==> src/rtl/ball_query_collector.sv <==
// ball_query_collector
//
// Collects the neighbour indices for one centre point in the grouping pipeline.
// It sits directly behind the squared-distance (EDC) stage. For each incoming
// (index, squared distance) pair it keeps the index when the distance is within
// the squared radius, in arrival order. It keeps at most NSAMPLE indices.
// It then pads the group to exactly NSAMPLE entries and streams the group out.
//
// Ports:
//   clk, rst_n        clock (rising edge) and asynchronous active-low reset
//   start, radius_sq  one-cycle query start; radius latched on an accepted start
//   in_valid/in_ready pair handshake from the EDC stage
//   in_idx, in_dist   point index and its 18-bit squared distance
//   in_last           final pair of the point stream
//   out_valid/out_ready group-index handshake towards the gather stage
//   out_idx, out_last group index; out_last flags the NSAMPLE-th entry
//   found_cnt         true hit count, saturated at NSAMPLE, held until next start
//   busy, done        not-idle flag; one-cycle pulse after the final output
module ball_query_collector #(
    parameter int IDX_W   = 10,
    parameter int NSAMPLE = 16,
    parameter int CNT_W   = 5
) (
    input  logic             clk,
    input  logic             rst_n,
    input  logic             start,
    input  logic [17:0]      radius_sq,
    input  logic             in_valid,
    output logic             in_ready,
    input  logic [IDX_W-1:0] in_idx,
    input  logic [17:0]      in_dist,
    input  logic             in_last,
    output logic             out_valid,
    input  logic             out_ready,
    output logic [IDX_W-1:0] out_idx,
    output logic             out_last,
    output logic [CNT_W-1:0] found_cnt,
    output logic             busy,
    output logic             done
);

    localparam int AW = (NSAMPLE > 1) ? $clog2(NSAMPLE) : 1;
    localparam logic [CNT_W-1:0] N_C    = CNT_W'(NSAMPLE);
    localparam logic [CNT_W-1:0] LAST_C = CNT_W'(NSAMPLE - 1);

    typedef enum logic [1:0] {
        ST_IDLE,
        ST_SCAN,
        ST_PAD,
        ST_OUT
    } state_t;

    state_t           state_q, state_d;
    logic [17:0]      radius_q, radius_d;
    logic [CNT_W-1:0] cnt_q, cnt_d;      // hits stored so far (SCAN write pointer)
    logic [CNT_W-1:0] wp_q, wp_d;        // padding write pointer
    logic [CNT_W-1:0] rp_q, rp_d;        // output read pointer
    logic [CNT_W-1:0] found_q, found_d;
    logic             done_q, done_d;

    // Group buffer. It has no reset: every entry that is read out was written
    // earlier in the same query, either during SCAN or during PAD.
    logic [IDX_W-1:0] grp_buf_q [NSAMPLE];
    logic             wr_en;
    logic [AW-1:0]    wr_addr;
    logic [IDX_W-1:0] wr_data;

    logic hit;

    assign hit = (in_dist <= radius_q);

    always_ff @(posedge clk or negedge rst_n) begin
        if (!rst_n) begin
            state_q  <= ST_IDLE;
            radius_q <= '0;
            cnt_q    <= '0;
            wp_q     <= '0;
            rp_q     <= '0;
            found_q  <= '0;
            done_q   <= 1'b0;
        end else begin
            state_q  <= state_d;
            radius_q <= radius_d;
            cnt_q    <= cnt_d;
            wp_q     <= wp_d;
            rp_q     <= rp_d;
            found_q  <= found_d;
            done_q   <= done_d;
        end
    end

    always_ff @(posedge clk) begin
        if (wr_en) begin
            grp_buf_q[wr_addr] <= wr_data;
        end
    end

    always_comb begin
        state_d  = state_q;
        radius_d = radius_q;
        cnt_d    = cnt_q;
        wp_d     = wp_q;
        rp_d     = rp_q;
        found_d  = found_q;
        done_d   = 1'b0;
        wr_en    = 1'b0;
        wr_addr  = cnt_q[AW-1:0];
        wr_data  = in_idx;

        unique case (state_q)
            ST_IDLE: begin
                if (start) begin
                    radius_d = radius_sq;
                    cnt_d    = '0;
                    wp_d     = '0;
                    rp_d     = '0;
                    found_d  = '0;
                    state_d  = ST_SCAN;
                end
            end

            ST_SCAN: begin
                if (in_valid) begin
                    // Hits beyond NSAMPLE are dropped, but the pair is still
                    // consumed so that the upstream stream always drains.
                    if (hit && (cnt_q < N_C)) begin
                        wr_en   = 1'b1;
                        wr_addr = cnt_q[AW-1:0];
                        wr_data = in_idx;
                        cnt_d   = cnt_q + CNT_W'(1);
                    end
                    if (in_last) begin
                        // cnt_d includes a hit on the last pair.
                        wp_d    = cnt_d;
                        found_d = cnt_d;
                        state_d = ST_PAD;
                    end
                end
            end

            ST_PAD: begin
                // Each free slot is filled with the first hit, or with 0 when
                // there were no hits. A full group still spends one cycle here.
                if (wp_q < N_C) begin
                    wr_en   = 1'b1;
                    wr_addr = wp_q[AW-1:0];
                    wr_data = (cnt_q != '0) ? grp_buf_q[0] : '0;
                    wp_d    = wp_q + CNT_W'(1);
                    if (wp_q == LAST_C) begin
                        state_d = ST_OUT;
                    end
                end else begin
                    state_d = ST_OUT;
                end
            end

            ST_OUT: begin
                if (out_ready) begin
                    if (rp_q == LAST_C) begin
                        rp_d    = '0;
                        done_d  = 1'b1;
                        state_d = ST_IDLE;
                    end else begin
                        rp_d = rp_q + CNT_W'(1);
                    end
                end
            end

            default: begin
                state_d = ST_IDLE;
            end
        endcase
    end

    // The outputs depend only on registers, so they stay stable under backpressure.
    // They are forced to zero outside OUT, and therefore also during reset.
    assign in_ready  = (state_q == ST_SCAN);
    assign out_valid = (state_q == ST_OUT);
    assign out_idx   = (state_q == ST_OUT) ? grp_buf_q[rp_q[AW-1:0]] : '0;
    assign out_last  = (state_q == ST_OUT) && (rp_q == LAST_C);
    assign found_cnt = found_q;
    assign busy      = (state_q != ST_IDLE);
    assign done      = done_q;

endmodule

==> config.mk <==
export PLATFORM = sky130hd
export DESIGN_NAME = ball_query_collector
export DESIGN_NICKNAME = d
export VERILOG_FILES = /design/src/rtl/ball_query_collector.sv
export SDC_FILE = /design/constraint.sdc
export NUM_CORES = 1
export LEC_CHECK = 0
export BUFFER_PORTS_ARGS = -buffer_cell sky130_fd_sc_hd__buf_2
export CAP_MARGIN = 20
export CORE_UTILIZATION = 25
export CTS_CLUSTER_DIAMETER = 100
export DETAILED_ROUTE_END_ITERATION = 16
export HOLD_SLACK_MARGIN = 0.08
export PLACE_DENSITY = 0.39
export SYNTH_ARGS = -nofsm -noshare
export SYNTH_HDL_FRONTEND = slang
export SYNTH_SLANG_ARGS = --single-unit
export TNS_END_PERCENT = 30
==> constraint.sdc <==
create_clock -name clk -period 9.23 [get_ports clk]
set_clock_uncertainty 0.15 [all_clocks]
set_input_delay 1.846 -clock clk [delete_from_list [all_inputs] [get_ports clk]]
set_output_delay 1.846 -clock clk [all_outputs]
set_load 0.02 [all_outputs]
==> flow_summary.ini, run 1 <==
[run_status]
outcome = complete, no violations

[route]
ant_nets = 0
route.detailed.drc = 0
first_pass_iters = 4
vias = 5117
routed_wl_microns = 22400
avgRoutedWirePerCell_microns = 20.2
drt-initial-drc-count = 361
vias_per_cell = 4.61

[cts]
clk_path_buf_depth = 3
cts_max_level = 1
cts_hold_buf = 0
numCtsBuffers = 24
cts_setup_buffers = 0
clk_pin_slew_ps = 60
cts_sinks = 201
worstSkewPairLatency_ps = 510
cts_tree = built
root_buffer = clkbuf_16
ctsResizeCount = 0

[global_route]
track_usage_pct = 12.6
grt_max_degree = 42
antenna_found_initial = 0
grt_pass1_wl_microns = 34100
grt-ovfl-total = 0
grt_pass1_vias = 5444

[power]
switching_share_pct = 33.9
power_switching_w = 0.00110
peakVddDrop_mv = 0.168
clock_power_share_pct = 29.7
seq_power_share_pct = 38.0
cellLeakagePower_nw = 3.79
p_int_w = 0.00215
finalPower_w = 0.00325
p_per_area_nw_per_um2 = 305
combPwrFrac_pct = 32.2

[yosys]
synth_area_sq_um = 8990
synthDistinctLibCells = 57
ys_seq_elements = 201
synth_edf_count = 160
synth_flop_cell = edfxtp_1
postSynthAreaPerCell_sq_um = 16.2
syn_inst = 555
yosys_warnings = 0
syn_nets = 635
async_flop_share_pct = 20.4
seq_area_frac_synth_pct = 64.8

[setup_path]
crit_required_ps = 7230
critPathLaunchType = register
worstSetupEndpointType = output port
path_max_fanout = 40
arrival_ps = 3140
critPathKind = reg2out
reg2reg_depth = 8

[timing]
rsz0062_at_grt = false
whs_ps = 343
worst_slew_pin_slew_ps = 1010
finalSetupViolCount = 0
final_hold_viol_count = 0
drv_slew = 0
slew_headroom_pct = 32.7
setup_tns_ps = 0
fin_crit_sh_pct = 55.6
timing.fmax_mhz = 195
finalCriticalPeriod_ps = 5130

[finish]
layout_common_cells = 160 x edfxtp_1, 71 x buf_2, 50 x mux4_2
final_common_cell = edfxtp_1
area_delta_synth_final_pct = 18.6
fin_nets = 710
antenna_cells = 0
drive_gt1_share_pct = 31.6
finalInstanceArea_sq_um = 10700

[floorplan]
die_w_microns = 192
start_util_pct = 25.3
die-area_sq_um = 36700
rows = 69
coreArea_sq_um = 35500
dieHeight_microns = 192
io_pins = 72

[placement]
place.gp.congestion = 0.763
port_buffers = 71
dpl_cell_area_sq_um = 9830
dp_hpwl_microns = 15700

[min_path]
min_path_type = reg2reg
hold_depth = 2

[flow_run]
drv_cap = 0
[routing by layer]
layer | GRT usage, % | vias to the layer above | part of all wire [%]
li1 | - | 2337 | -
met1 | 18.1 | 2648 | 48
met2 | 19.7 | 102 | 46
met3 | 2.08 | 30 | 4.3
met4 | 2.81 | 0 | 1.6
met5 | 0 | - | 0
[area by class of cell]
type / count / area (sq um)
clock buffer: 26 / 629
clock inverter: 18 / 190
fill: 3529 / 24800
inverter: 28 / 105
multi-input combinational: 300 / 2940
sequential: 201 / 5830
tap: 461 / 577
timing repair buffer: 75 / 389
[flip-flops by register name, summed over array words and instances (netlist names)]
signal and cells:
found_cnt 5, rp_q 5, done 1, wp_q 5, cnt_q 5, radius_q 18
grp_buf_q 160, state_q 2
[metrics by stage]
| step | util [%] | worst slack, ps | std cells |
|---|---|---|---|
| finish | 30.1 | 4100 | 1109 |
| global route | 30.1 | 3930 | 1109 |
| CTS | 30.0 | 4010 | 1108 |
| detailed placement | 27.7 | 3760 | 1064 |
| global placement | 27.7 | 3860 | 1064 |
| floorplan | - | 4750 | 555 |
[synthesized netlist by cell type, types with 2 or more instances]
cell type  count  share of area (%)
a21boi_0       2               0.17
a21oi_1        8               0.45
a22o_1        10               0.97
a31o_2         2               0.19
a31oi_1        4               0.28
a41oi_1        2               0.19
and2_1        11               0.77
and3_1         2               0.14
and4_2         2               0.22
buf_2          7               0.39
clkbuf_1      17               0.71
dfrtp_1       41                 11
edfxtp_1     160                 53
ha_1          28                3.9
inv_1         28                1.2
mux2_2        19                2.4
mux2i_1        9                1.0
mux4_2        50                 13
nand2_1       37                1.5
nand3_1       17               0.95
nand3b_1       3               0.25
nand4_1        7               0.49
nor2_1        29                1.2
nor2b_1        3               0.21
nor3_1         3               0.17
o211ai_1       2               0.17
o21ai_0       11               0.61
o21ai_1        4               0.22
o22ai_1        2               0.14
o31ai_1        6               0.50
or2_2          2               0.14
or4_1          2               0.17
[critical path: stages (launching register included)]
cell	delay [ps]
dfrtp_2	390
buf_4	670
mux4_2	620
mux4_2	550
and2_1	190
buf_2	150
[power groups by stage]
stage | Clock (W) | Sequential [W] | Combinational [W]
floorplan | 0 | 0.00123 | 0.000732
finish | 0.000967 | 0.00124 | 0.00105
global route | 0.00103 | 0.00125 | 0.00115
global placement | 0 | 0.00125 | 0.00105
CTS | 0.000994 | 0.00124 | 0.00107
detailed placement | 0 | 0.00126 | 0.00107
[path summary, 6_finish.rpt]
path                         startpoint              end  slack, ps
setup / recovery                rp_q[0]       out_idx[9]       4100
hold / removal             found_cnt[1]     found_cnt[1]        340
setup reg to reg           radius_q[13]  grp_buf_q[8][1]       5470
hold reg to reg            found_cnt[1]     found_cnt[1]        340
max in group asynchronous         rst_n          rp_q[0]       6920
min in group asynchronous         rst_n             done       1340
[logic make-up after synthesis]
family,after synthesis,synth area share [%]
flops,201,64.8
simple gates,124,6.82
mux,78,15.9
compound gates,68,5.82
buf+inv,54,2.44
fa+ha+maj,28,3.90
xor+xnor,2,0.278
No activity file was read; power rests on OpenSTA's default activity.
==> run 2: changes to the inputs <==
==> constraint.sdc (replaced) <==
create_clock -name clk -period 4.8 [get_ports clk]
set_clock_uncertainty 0.15 [all_clocks]
set_input_delay 0.96 -clock clk [delete_from_list [all_inputs] [get_ports clk]]
set_output_delay 0.96 -clock clk [all_outputs]
set_load 0.02 [all_outputs]
==> run 2 against run 1 <==
  * Critical endpoint unchanged
  * Flip-flop and latch count unchanged
  * Worst setup slack got worse by 3400 ps
  * Sequential power increased by 93%
  * Wire length decreased by 3.3%
  * Final area increased by 0.77%
==> flow_summary.ini, run 2 (synthesized netlist as in run 1, its figures left out) <==
[run_status]
outcome = complete, no violations

[floorplan]
coreArea_sq_um = 35500
rows = 69
io_pins = 72
dieHeight_microns = 192
start_util_pct = 25.3
die_w_microns = 192
die-area_sq_um = 36700

[cts]
cts_max_level = 1
cts_tree = built
clk_pin_slew_ps = 50
root_buffer = clkbuf_16
worstSkewPairLatency_ps = 520
cts_setup_buffers = 0
clk_path_buf_depth = 3
numCtsBuffers = 25
cts_hold_buf = 0
ctsResizeCount = 0
cts_sinks = 201

[power]
combPwrFrac_pct = 31.8
p_per_area_nw_per_um2 = 573
p_int_w = 0.00410
clock_power_share_pct = 29.3
peakVddDrop_mv = 0.276
cellLeakagePower_nw = 3.85
switching_share_pct = 33.3
power_switching_w = 0.00205
seq_power_share_pct = 38.9

[route]
vias = 5146
vias_per_cell = 4.59
route.detailed.drc = 0
avgRoutedWirePerCell_microns = 19.3
ant_nets = 0
first_pass_iters = 4
routed_wl_microns = 21700
drt-initial-drc-count = 303

[finish]
fin_util_pct = 30.3
fin_nets = 723
final_common_cell = edfxtp_1
largest_register_ffs = 160
area_delta_synth_final_pct = 19.5
antenna_cells = 0
reg.largest.list = grp_buf_q (160), radius_q (18)
seqCellArea_sq_um = 5830
final.fill_count = 3537
drive_gt1_share_pct = 31.9
layout_common_cells = 160 x edfxtp_1, 71 x buf_2, 50 x mux4_2
multi_input_area_sq_um = 2940
regMostFlops = grp_buf_q

[timing]
final_hold_viol_count = 0
timing.fmax_mhz = 244
finalSetupViolCount = 0
finalCriticalPeriod_ps = 4100
setup_tns_ps = 0
worst_slew_pin_slew_ps = 958
rsz0062_at_grt = false
drv_slew = 0
slew_headroom_pct = 35.9
finalWorstSetupSlack_ps = 698
fin_crit_sh_pct = 85.5

[placement]
port_buffers = 71
dp_hpwl_microns = 15400
place.gp.congestion = 0.795
pre_cts_ws_ps = 681

[setup_path]
critPathKind = reg2out
path_max_fanout = 16
worstSetupEndpointType = output port
crit_required_ps = 3690
critPathLaunchType = register
arrival_ps = 2990

[global_route]
track_usage_pct = 12.2
grt_pass1_vias = 5499
grt_use_met3_pct = 1.81
antenna_found_initial = 0
gr-max-usage-layer = met2
grt_max_degree = 42
grt_pass1_wl_microns = 33700
grtUsageMet1_pct = 15.7
grt-ovfl-total = 0
met2_usage_pct = 21.4

[flow_run]
drv_cap = 0

[min_path]
min_path_type = in2async
==> run 2: worst max-delay path: stages, from the launching register on <==
cell     delay, ps
dfrtp_2        700
buf_4          340
mux4_2         550
mux4_2         520
and2_1         190
buf_2          150
==> run 2: area by class of cell <==
type / count / share of cell area, %
timing repair buffer: 87 / 4.66
inverter: 28 / 0.978
clock inverter: 15 / 1.36
clock buffer: 30 / 6.00
sequential: 201 / 54.3
tap: 461 / 5.37
multi-input combinational: 300 / 27.4
==> run 2: path summary, 6_finish.rpt <==
| kind | cells after the start | start | end | slack (ps) |
|---|---|---|---|---|
| min in group clk | 2 | found_cnt[1] | found_cnt[1] | 350 |
| worst min register to register | 2 | found_cnt[1] | found_cnt[1] | 350 |
| max in group asynchronous | 2 | rst_n | radius_q[7] | 3880 |
| worst max-delay path | 5 | rp_q[0] | out_idx[9] | 700 |
| worst min-delay path | 1 | rst_n | state_q[1] | 150 |
| worst max register to register | 6 | state_q[0] | grp_buf_q[12][2] | 1330 |
==> run 2: power by group through the flow <==
stage,Clock (W),Combinational [W],Sequential (W)
CTS,0.00186,0.00201,0.00240
global route,0.00192,0.00216,0.00242
global placement,0,0.00198,0.00242
detailed placement,0,0.00201,0.00243
floorplan,0,0.00141,0.00236
finish,0.00180,0.00196,0.00239
==> run 2: through the flow <==
stage / instance area, sq um / total power (W) / std cells / hold slack (ps)
finish: 10700 / 0.00615 / 1122 / 150
global route: 10700 / 0.00651 / 1122 / 141
CTS: 10700 / 0.00627 / 1121 / 350
detailed placement: 9940 / 0.00444 / 1076 / 323
global placement: 9940 / 0.00440 / 1076 / 328
floorplan: 8990 / 0.00377 / 555 / 329
==> run 2: layer usage <==
metal	vias up	part of all wire [%]
met2	83	51
met1	2669	44
li1	2363	-
met3	31	2.9
met4	0	2.1
met5	-	0
